<file path="config.mk">
export PLATFORM = sky130hd
export DESIGN_NAME = mul_seq_ctrl
export DESIGN_NICKNAME = d
export VERILOG_FILES = /design/src/rtl/mul_seq_ctrl.sv
export SDC_FILE = /design/constraint.sdc
export NUM_CORES = 1
export LEC_CHECK = 0
export ABC_CLOCK_PERIOD_IN_PS = 4400
export BUFFER_PORTS_ARGS = -buffer_cell sky130_fd_sc_hd__buf_2
export CORE_ASPECT_RATIO = 1.4
export CORE_MARGIN = 3
export CORE_UTILIZATION = 41
export CTS_BUF_LIST = sky130_fd_sc_hd__clkbuf_8
export DETAILED_ROUTE_END_ITERATION = 12
export GPL_TIMING_DRIVEN = 0
export HOLD_SLACK_MARGIN = 0.02
export MAX_ROUTING_LAYER = met4
export PLACE_DENSITY_LB_ADDON = 0.15
export SKIP_CTS_REPAIR_TIMING = 1
export SLEW_MARGIN = 20
export SYNTH_ARGS = -nofsm -noshare
export SYNTH_HDL_FRONTEND = slang
export SYNTH_SLANG_ARGS = --single-unit
</file>
<file path="constraint.sdc">
create_clock -name clk -period 4.4 [get_ports clk]
set_input_delay 0.22 -clock clk [delete_from_list [all_inputs] [get_ports clk]]
set_output_delay 0.22 -clock clk [all_outputs]
set_load 0.01 [all_outputs]
</file>
<file path="src/rtl/mul_seq_ctrl.sv">
// Address sequencer and dot-product accumulator for a BRAM-fed multiplier.
// Walks BRAM A and B from independent bases, aligns a valid strobe with the product and sums it.
module mul_seq_ctrl #(
    parameter int unsigned ADDR_W   = 4,
    parameter int unsigned DATA_W   = 32,
    parameter int unsigned PIPE_LAT = 1,
    parameter int unsigned ACC_W    = DATA_W + ADDR_W
) (
    input  logic              clk,
    input  logic              reset,
    input  logic              start,
    input  logic              abort,
    input  logic [ADDR_W-1:0] base_a,
    input  logic [ADDR_W-1:0] base_b,
    input  logic [ADDR_W:0]   length,
    input  logic [DATA_W-1:0] mul_product,
    output logic [ADDR_W-1:0] addr_a,
    output logic [ADDR_W-1:0] addr_b,
    output logic              prod_valid,
    output logic [ACC_W-1:0]  acc_out,
    output logic              busy,
    output logic              done
);

    typedef enum logic [1:0] {StIdle, StIssue, StDrain, StDone} state_e;

    // Top stage of the delay line is the prod_valid output itself.
    localparam logic [PIPE_LAT-1:0] DlTop = PIPE_LAT'(1) << (PIPE_LAT - 1);

    state_e              state_q, state_d;
    logic [ADDR_W:0]     len_q, len_d;
    logic [ADDR_W:0]     issued_q, issued_d;
    logic [ADDR_W-1:0]   addr_a_q, addr_a_d;
    logic [ADDR_W-1:0]   addr_b_q, addr_b_d;
    logic [PIPE_LAT-1:0] dl_q, dl_d;
    logic [ACC_W-1:0]    acc_q, acc_d;
    logic                dl_pending;

    // Products still in flight behind the one currently on mul_product.
    assign dl_pending = |(dl_q & ~DlTop);

    always_comb begin
        state_d  = state_q;
        len_d    = len_q;
        issued_d = issued_q;
        addr_a_d = addr_a_q;
        addr_b_d = addr_b_q;
        dl_d     = dl_q << 1;
        acc_d    = acc_q;

        if (dl_q[PIPE_LAT-1]) begin
            acc_d = acc_q + ACC_W'(mul_product);
        end

        unique case (state_q)
            StIdle: begin
                if (start && !abort) begin
                    len_d    = length;
                    acc_d    = '0;
                    addr_a_d = base_a;
                    addr_b_d = base_b;
                    issued_d = (ADDR_W + 1)'(1);
                    state_d  = (length == '0) ? StDone : StIssue;
                end
            end
            StIssue: begin
                dl_d = (dl_q << 1) | PIPE_LAT'(1);
                if (issued_q < len_q) begin
                    addr_a_d = addr_a_q + ADDR_W'(1);
                    addr_b_d = addr_b_q + ADDR_W'(1);
                    issued_d = issued_q + (ADDR_W + 1)'(1);
                end else begin
                    state_d = StDrain;
                end
            end
            StDrain: begin
                // The last product is accumulated on the same edge that leaves DRAIN.
                if (!dl_pending) begin
                    state_d = StDone;
                end
            end
            StDone: begin
                state_d = StIdle;
            end
            default: begin
                state_d = StIdle;
            end
        endcase

        // Cancel freezes the partial sum and addresses, and discards in-flight products.
        if (abort && (state_q != StIdle)) begin
            state_d  = StIdle;
            dl_d     = '0;
            acc_d    = acc_q;
            addr_a_d = addr_a_q;
            addr_b_d = addr_b_q;
        end
    end

    always_ff @(posedge clk or negedge reset) begin
        if (!reset) begin
            state_q  <= StIdle;
            len_q    <= '0;
            issued_q <= '0;
            addr_a_q <= '0;
            addr_b_q <= '0;
            dl_q     <= '0;
            acc_q    <= '0;
        end else begin
            state_q  <= state_d;
            len_q    <= len_d;
            issued_q <= issued_d;
            addr_a_q <= addr_a_d;
            addr_b_q <= addr_b_d;
            dl_q     <= dl_d;
            acc_q    <= acc_d;
        end
    end

    assign addr_a     = addr_a_q;
    assign addr_b     = addr_b_q;
    assign prod_valid = dl_q[PIPE_LAT-1];
    assign acc_out    = acc_q;
    assign busy       = (state_q == StIssue) || (state_q == StDrain);
    assign done       = (state_q == StDone);

endmodule

</file>
==> metrics.cfg, run 1 <==
[status]
status = finished clean

[critical_path]
crit_buf_inv = 0
timing.critical_path.mode_cell = nor3_1
cp.required_ps = 4610
crit_path_start_kind = register
slowest_delay_ps = 540
crit_chain = ha_1 -> fa_1 -> a21o_1 -> a221oi_2 -> nor3_1 -> or4_4 -> a31oi_4 -> nor3_1 -> mux2i_1 -> o311ai_1
arrival_ps = 3290
slowest_stage = or4_4
end_kind = register
crit_fanout = 4
path_class = reg2reg
critPathTopFamily = compound AO/OA/AOI/OAI gates

[logic_synthesis]
synth-main-ff-cell = dfrtp_1
yosysSeqAreaShare_pct = 31.7
synthCells = 554
netlist-cell-type-count = 56
async_reset_ff_share_pct = 100
syn-num-nets = 647
syn_area_per_cell_um2 = 8.13
synth_area_um2 = 4500
synth-seq-cells = 57
yosysWarnings = 0
synth_edf_count = 0

[routing]
vias = 4437
wire_per_inst_um = 15.8
vias_per_cell = 5.52
drc = 0
drt-total-wl_um = 12700
antenna_left = 0
drtIter0Drc = 258
dr.pass1.iters = 5

[floorplan]
die_h_um = 130
fp-row-count = 44
boundaryPins = 96
die_x_um = 94.6
core_um2 = 10600
dieArea_um2 = 12300
initial_core_util_pct = 42.6

[timing]
period_share_pct = 70.1
setup_viol = 0
finalHoldViolCount = 0
max_freq_ghz = 0.324
maxSlewHeadroom_pct = 49.3
finClkSkew_ps = 8.94
tightest_slew_ps = 760
period_minus_slack_ps = 3080
grt_setup_unrepaired = no
finalSetupTns_ps = 0
maxSlewViolCount = 0

[clock_network]
clock_path_buffers = 2
clkTransAtPathRegs_ps = 70
cts_made_buffers = 9
cts-root-buf = clkbuf_8
insertion_delay_ps = 350
cts_sinks = 57
htree_levels = 3
cts_tree = built

[global_route]
grt_max_degree = 58
grt_use_total_pct = 21.9
antenna_found_initial = 0
grt_pass1_wl_um = 20500
grt_overflow = 0
first_global_vias = 4371

[layout]
fill_cells = 1095
drive_gt1_share_pct = 19.8
finish.utilization_pct = 50.8
seq_area_um2 = 1430
multiInputGateArea_um2 = 2880
layout.nets = 754
area_delta_synth_final_pct = 19.3
diodes = 0

[placed_design]
io_buffers = 95
routabilityCongestion = 0.928
place_hpwl_um = 9870

[power_and_ir_drop]
ir_drop_mv = 0.293
p_leak_nw = 2.62
p_per_area_nw_per_um2 = 629

[job]
max-cap-violations = 0

[hold_path]
hp-class = in2reg

layout make-up:
| cell class | instances | area share (%) |
|---|---|---|
| Buffer | 29 | 2.14 |
| Clock buffer | 12 | 3.07 |
| Clock inverter | 4 | 0.792 |
| Inverter | 21 | 1.47 |
| Multi-Input combinational cell | 447 | 53.7 |
| Sequential cell | 57 | 26.6 |
| Tap cell | 138 | 3.21 |
| Timing Repair Buffer | 96 | 9.08 |
worst reg2reg max path, delay by kind of cell (launching register included):
kind	cells	cell delay, ps
AOI/OAI and AO/OA	4	940
and+or+nand+nor	3	730
adders and majority gates	2	660
DFF	1	410
muxes	1	180
power by group:
group          total, W  leakage, nW  internal [W]  switching [W]
Clock          0.000523        0.115      0.000303       0.000220
Sequential     0.000892        0.727      0.000722       0.000170
Combinational   0.00196         1.78      0.000785        0.00118
cells by family (layout without fill, tap and decap cells):
| family | after synthesis | in the layout | share of synthesized area, % |
|---|---|---|---|
| and+or+nand+nor | 192 | 192 | 19.4 |
| AOI/OAI and AO/OA | 178 | 178 | 25.5 |
| DFF | 57 | 57 | 31.7 |
| buffers and inverters | 50 | 162 | 4.31 |
| adders and majority gates | 44 | 44 | 12.4 |
| xor gates and xnor gates | 25 | 25 | 4.86 |
| muxes | 8 | 8 | 1.81 |
final timing paths:
check | startpoint | endpoint | slack (ps) | depth (start not counted)
max in group asynchronous | reset | addr_a[1]$_DFFE_PN0P_ | 3410 | 2
min in group asynchronous | reset | acc_out[10]$_DFFE_PN0N_ | 480 | 2
min | length[2] | len_q[2]$_DFFE_PN0P_ | 100 | 3
max reg2reg | acc_out[0]$_DFFE_PN0N_ | acc_out[24]$_DFFE_PN0N_ | 1320 | 10
min reg2reg | len_q[0]$_DFFE_PN0P_ | len_q[0]$_DFFE_PN0P_ | 480 | 2
max | acc_out[0]$_DFFE_PN0N_ | acc_out[24]$_DFFE_PN0N_ | 1320 | 10
state kept, by name (all words and copies together), names as in the netlist:
register and flops:
acc_out 36, issued_q 5, len_q 5, addr_a 4
addr_b 4, state_q 2, prod_valid 1
Yosys cell counts, types with 3 or more instances:
cell,count,area share (%)
a211oi_1,8,1.3
a21o_1,17,2.8
a21oi_1,64,7.1
a31oi_1,8,1.1
and2_1,4,0.56
and3_1,5,0.69
and4_1,3,0.58
buf_2,5,0.56
clkbuf_1,22,1.8
dfrtp_1,57,32
ha_1,43,12
inv_1,21,1.8
mux2i_1,7,1.6
nand2_1,92,7.7
nand2b_1,6,0.83
nand3_1,14,1.6
nand4_1,11,1.5
nor2_1,37,3.1
nor3_1,6,0.67
o211ai_1,4,0.67
o21a_1,3,0.50
o21ai_0,37,4.1
o21ai_1,5,0.56
o21bai_1,4,0.67
o221a_2,5,1.3
or3_1,5,0.69
xnor2_1,12,2.3
xor2_1,13,2.5
through the flow:
stage / cells / worst slack (ps) / hold slack [ps] / power [W] / cell area (um^2)
2_1_floorplan: 554 / 1640 / -75.6 / 0.00229 / 4500
3_3_place_gp: 787 / 1410 / 446 / 0.00282 / 5150
5_1_grt: 804 / 1180 / 106 / 0.00371 / 5370
6_report: 804 / 1320 / 96.3 / 0.00338 / 5370
3_5_place_dp: 787 / 1360 / 349 / 0.00286 / 5150
4_1_cts: 803 / 1340 / -33.4 / 0.00340 / 5360
metal layers:
metal / global-route usage (%) / wire length [um]
met1: 25.0 / 5350
met2: 38.5 / 6510
met3: 3.17 / 597
met4: 8.50 / 290
met5: - / 0
placed cells by master, fill, tap and decap left out, drive strengths merged, types with 14 or more instances in the layout:
cell type / count
ha: 43
dfrtp: 57
nand2: 92
o21ai: 43
inv: 23
buf: 102
a21o: 17
nand3: 14
nor2: 37
clkbuf: 34
a21oi: 65
Power figures use the tool's default switching activity.
==> run 2: changes to the inputs <==
- ABC_CLOCK_PERIOD_IN_PS: 4400 -> 2700
- clock period: 4.4 -> 2.7 ns (I/O delays scaled with it)
==> run 2 against run 1 <==
  * The run now ends with setup timing left
  * Largest power group unchanged
  * Highest routed layer unchanged
  * Die area did not move
  * Hold slack lost 76 ps
  * Wire length rose by 1.1%
==> metrics.cfg, run 2 (synthesis gave the netlist of run 1 again) <==
[status]
status = finished, violations left
failed_checks = setup timing

[clock_network]
cts_sinks = 57
insertion_delay_ps = 360
cts-root-buf = clkbuf_8
cts_made_buffers = 9
clkTransAtPathRegs_ps = 60
clock_path_buffers = 2
cts_tree = built
htree_levels = 3

[timing]
grt_setup_unrepaired = yes
maxSlewViolCount = 0
max_freq_ghz = 0.356
maxSlewHeadroom_pct = 49.9
period_minus_slack_ps = 2810
fin_hold_ws_ps = 20.8
period_share_pct = 104
finalHoldViolCount = 0
setup_viol = 6
finClkSkew_ps = 13.9
finalSetupTns_ps = -327
tightest_slew_ps = 751
layout_setup_ws_ps = -112

[placed_design]
routabilityCongestion = 0.934
place_inst = 787
io_buffers = 95
place_hpwl_um = 9830

[floorplan]
fp-row-count = 44
die_h_um = 130
initial_core_util_pct = 42.6
boundaryPins = 96
die_x_um = 94.6
core_um2 = 10600
dieArea_um2 = 12300

[power_and_ir_drop]
p_leak_nw = 2.67
swShare_pct = 46.8
p_sw_w = 0.00266
p_int_w = 0.00302
seq_power_share_pct = 25.7
ir_drop_mv = 0.492
p_comb_share_pct = 59.8
p_per_area_nw_per_um2 = 1020
clkPwrFrac_pct = 14.6

[routing]
drtIter0Drc = 172
drt-total-wl_um = 12900
wire_per_inst_um = 15.9
antenna_left = 0
vias_per_cell = 5.56
drc = 0
dr.pass1.iters = 4
vias = 4502

[global_route]
grt_overflow = 0
grt.met1_usage_pct = 25.6
top_usage_layer = met2
met3_usage_pct = 2.88
grt_pass1_wl_um = 20500
first_global_vias = 4369
grt_use_total_pct = 21.9
antenna_found_initial = 0
grt_util_met2_pct = 37.4
grt_max_degree = 58

[critical_path]
crit_fanout = 4
crit_path_start_kind = register
end_kind = register
arrival_ps = 3080
r2r_cells = 10
cp.required_ps = 2970
path_class = reg2reg

[layout]
stdcell_count = 810
final_common_cell = buf_2
finish.utilization_pct = 52.6
drive_gt1_share_pct = 24.6
layout.nets = 761
largest_reg_flops = 36
diodes = 0
mostFrequentLayoutCells = 99 x buf_2, 92 x nand2_1, 59 x a21oi_1
area_delta_synth_final_pct = 23.5

[job]
max-cap-violations = 0

[hold_path]
hp-class = in2reg
hold_path_depth = 3

run 2: changes by cell type in the layout (fill, tap and decap cells not counted), sizes merged:
cell / before / now
buf: 102 / 109
dlygate4sd3: 1 / 2
clkinv: 1 / 2
inv: 23 / 22
clkbuf: 34 / 32
run 2: layout make-up:
type,instances,area (um^2)
clock inverters,4,43.8
fillers,1069,5010
flip-flops and latches,57,1430
multi-input cells,447,3020
inverters,21,78.8
clock buffers,11,151
well taps,138,173
plain buffers,28,116
repair buffers,104,551
run 2: metrics by stage:
stage	setup WS [ps]	area [um^2]	power (W)
2_1_floorplan	4.01	4510	0.00374
3_3_place_gp	-234	5160	0.00462
3_5_place_dp	-222	5160	0.00467
4_1_cts	-236	5350	0.00553
5_1_grt	-255	5560	0.00621
6_report	-112	5560	0.00568
run 2: per-layer routing:
metal | wire, um | share of wire [%] | vias up
li1 | - | - | 2227
met1 | 5460 | 42 | 2133
met2 | 6590 | 51 | 122
met3 | 556 | 4.3 | 20
met4 | 277 | 2.1 | 0
met5 | 0 | 0 | -
run 2: worst max-delay path: stages (launching register included):
cell and delay [ps]:
dfrtp_1 420, ha_4 180, fa_2 330, a21o_1 230, a221oi_4 320, or4_4 220, a211oi_4 60, o21a_2 250
o311a_4 390, o21ai_2 140, mux2i_1 190
run 2: final timing paths:
check | from | endpoint | slack, ps
worst max-delay path | acc_out[0]$_DFFE_PN0N_ | acc_out[34]$_DFFE_PN0N_ | -110
worst min-delay path | length[4] | len_q[4]$_DFFE_PN0P_ | 20
worst max register to register | acc_out[0]$_DFFE_PN0N_ | acc_out[34]$_DFFE_PN0N_ | -110
worst min register to register | len_q[0]$_DFFE_PN0P_ | len_q[0]$_DFFE_PN0P_ | 490
max in group asynchronous | reset | addr_a[0]$_DFFE_PN0P_ | 1800
min in group asynchronous | reset | acc_out[10]$_DFFE_PN0N_ | 390
run 2: power by group through the flow:
| stage | sequential [W] | clock [W] | combinational, W |
|---|---|---|---|
| after floorplan | 0.00152 | 0 | 0.00222 |
| after detailed placement | 0.00147 | 0 | 0.00320 |
| after global placement | 0.00145 | 0 | 0.00317 |
| final | 0.00146 | 0.000829 | 0.00340 |
| after CTS | 0.00145 | 0.000855 | 0.00322 |
| after global routing | 0.00151 | 0.000878 | 0.00382 |
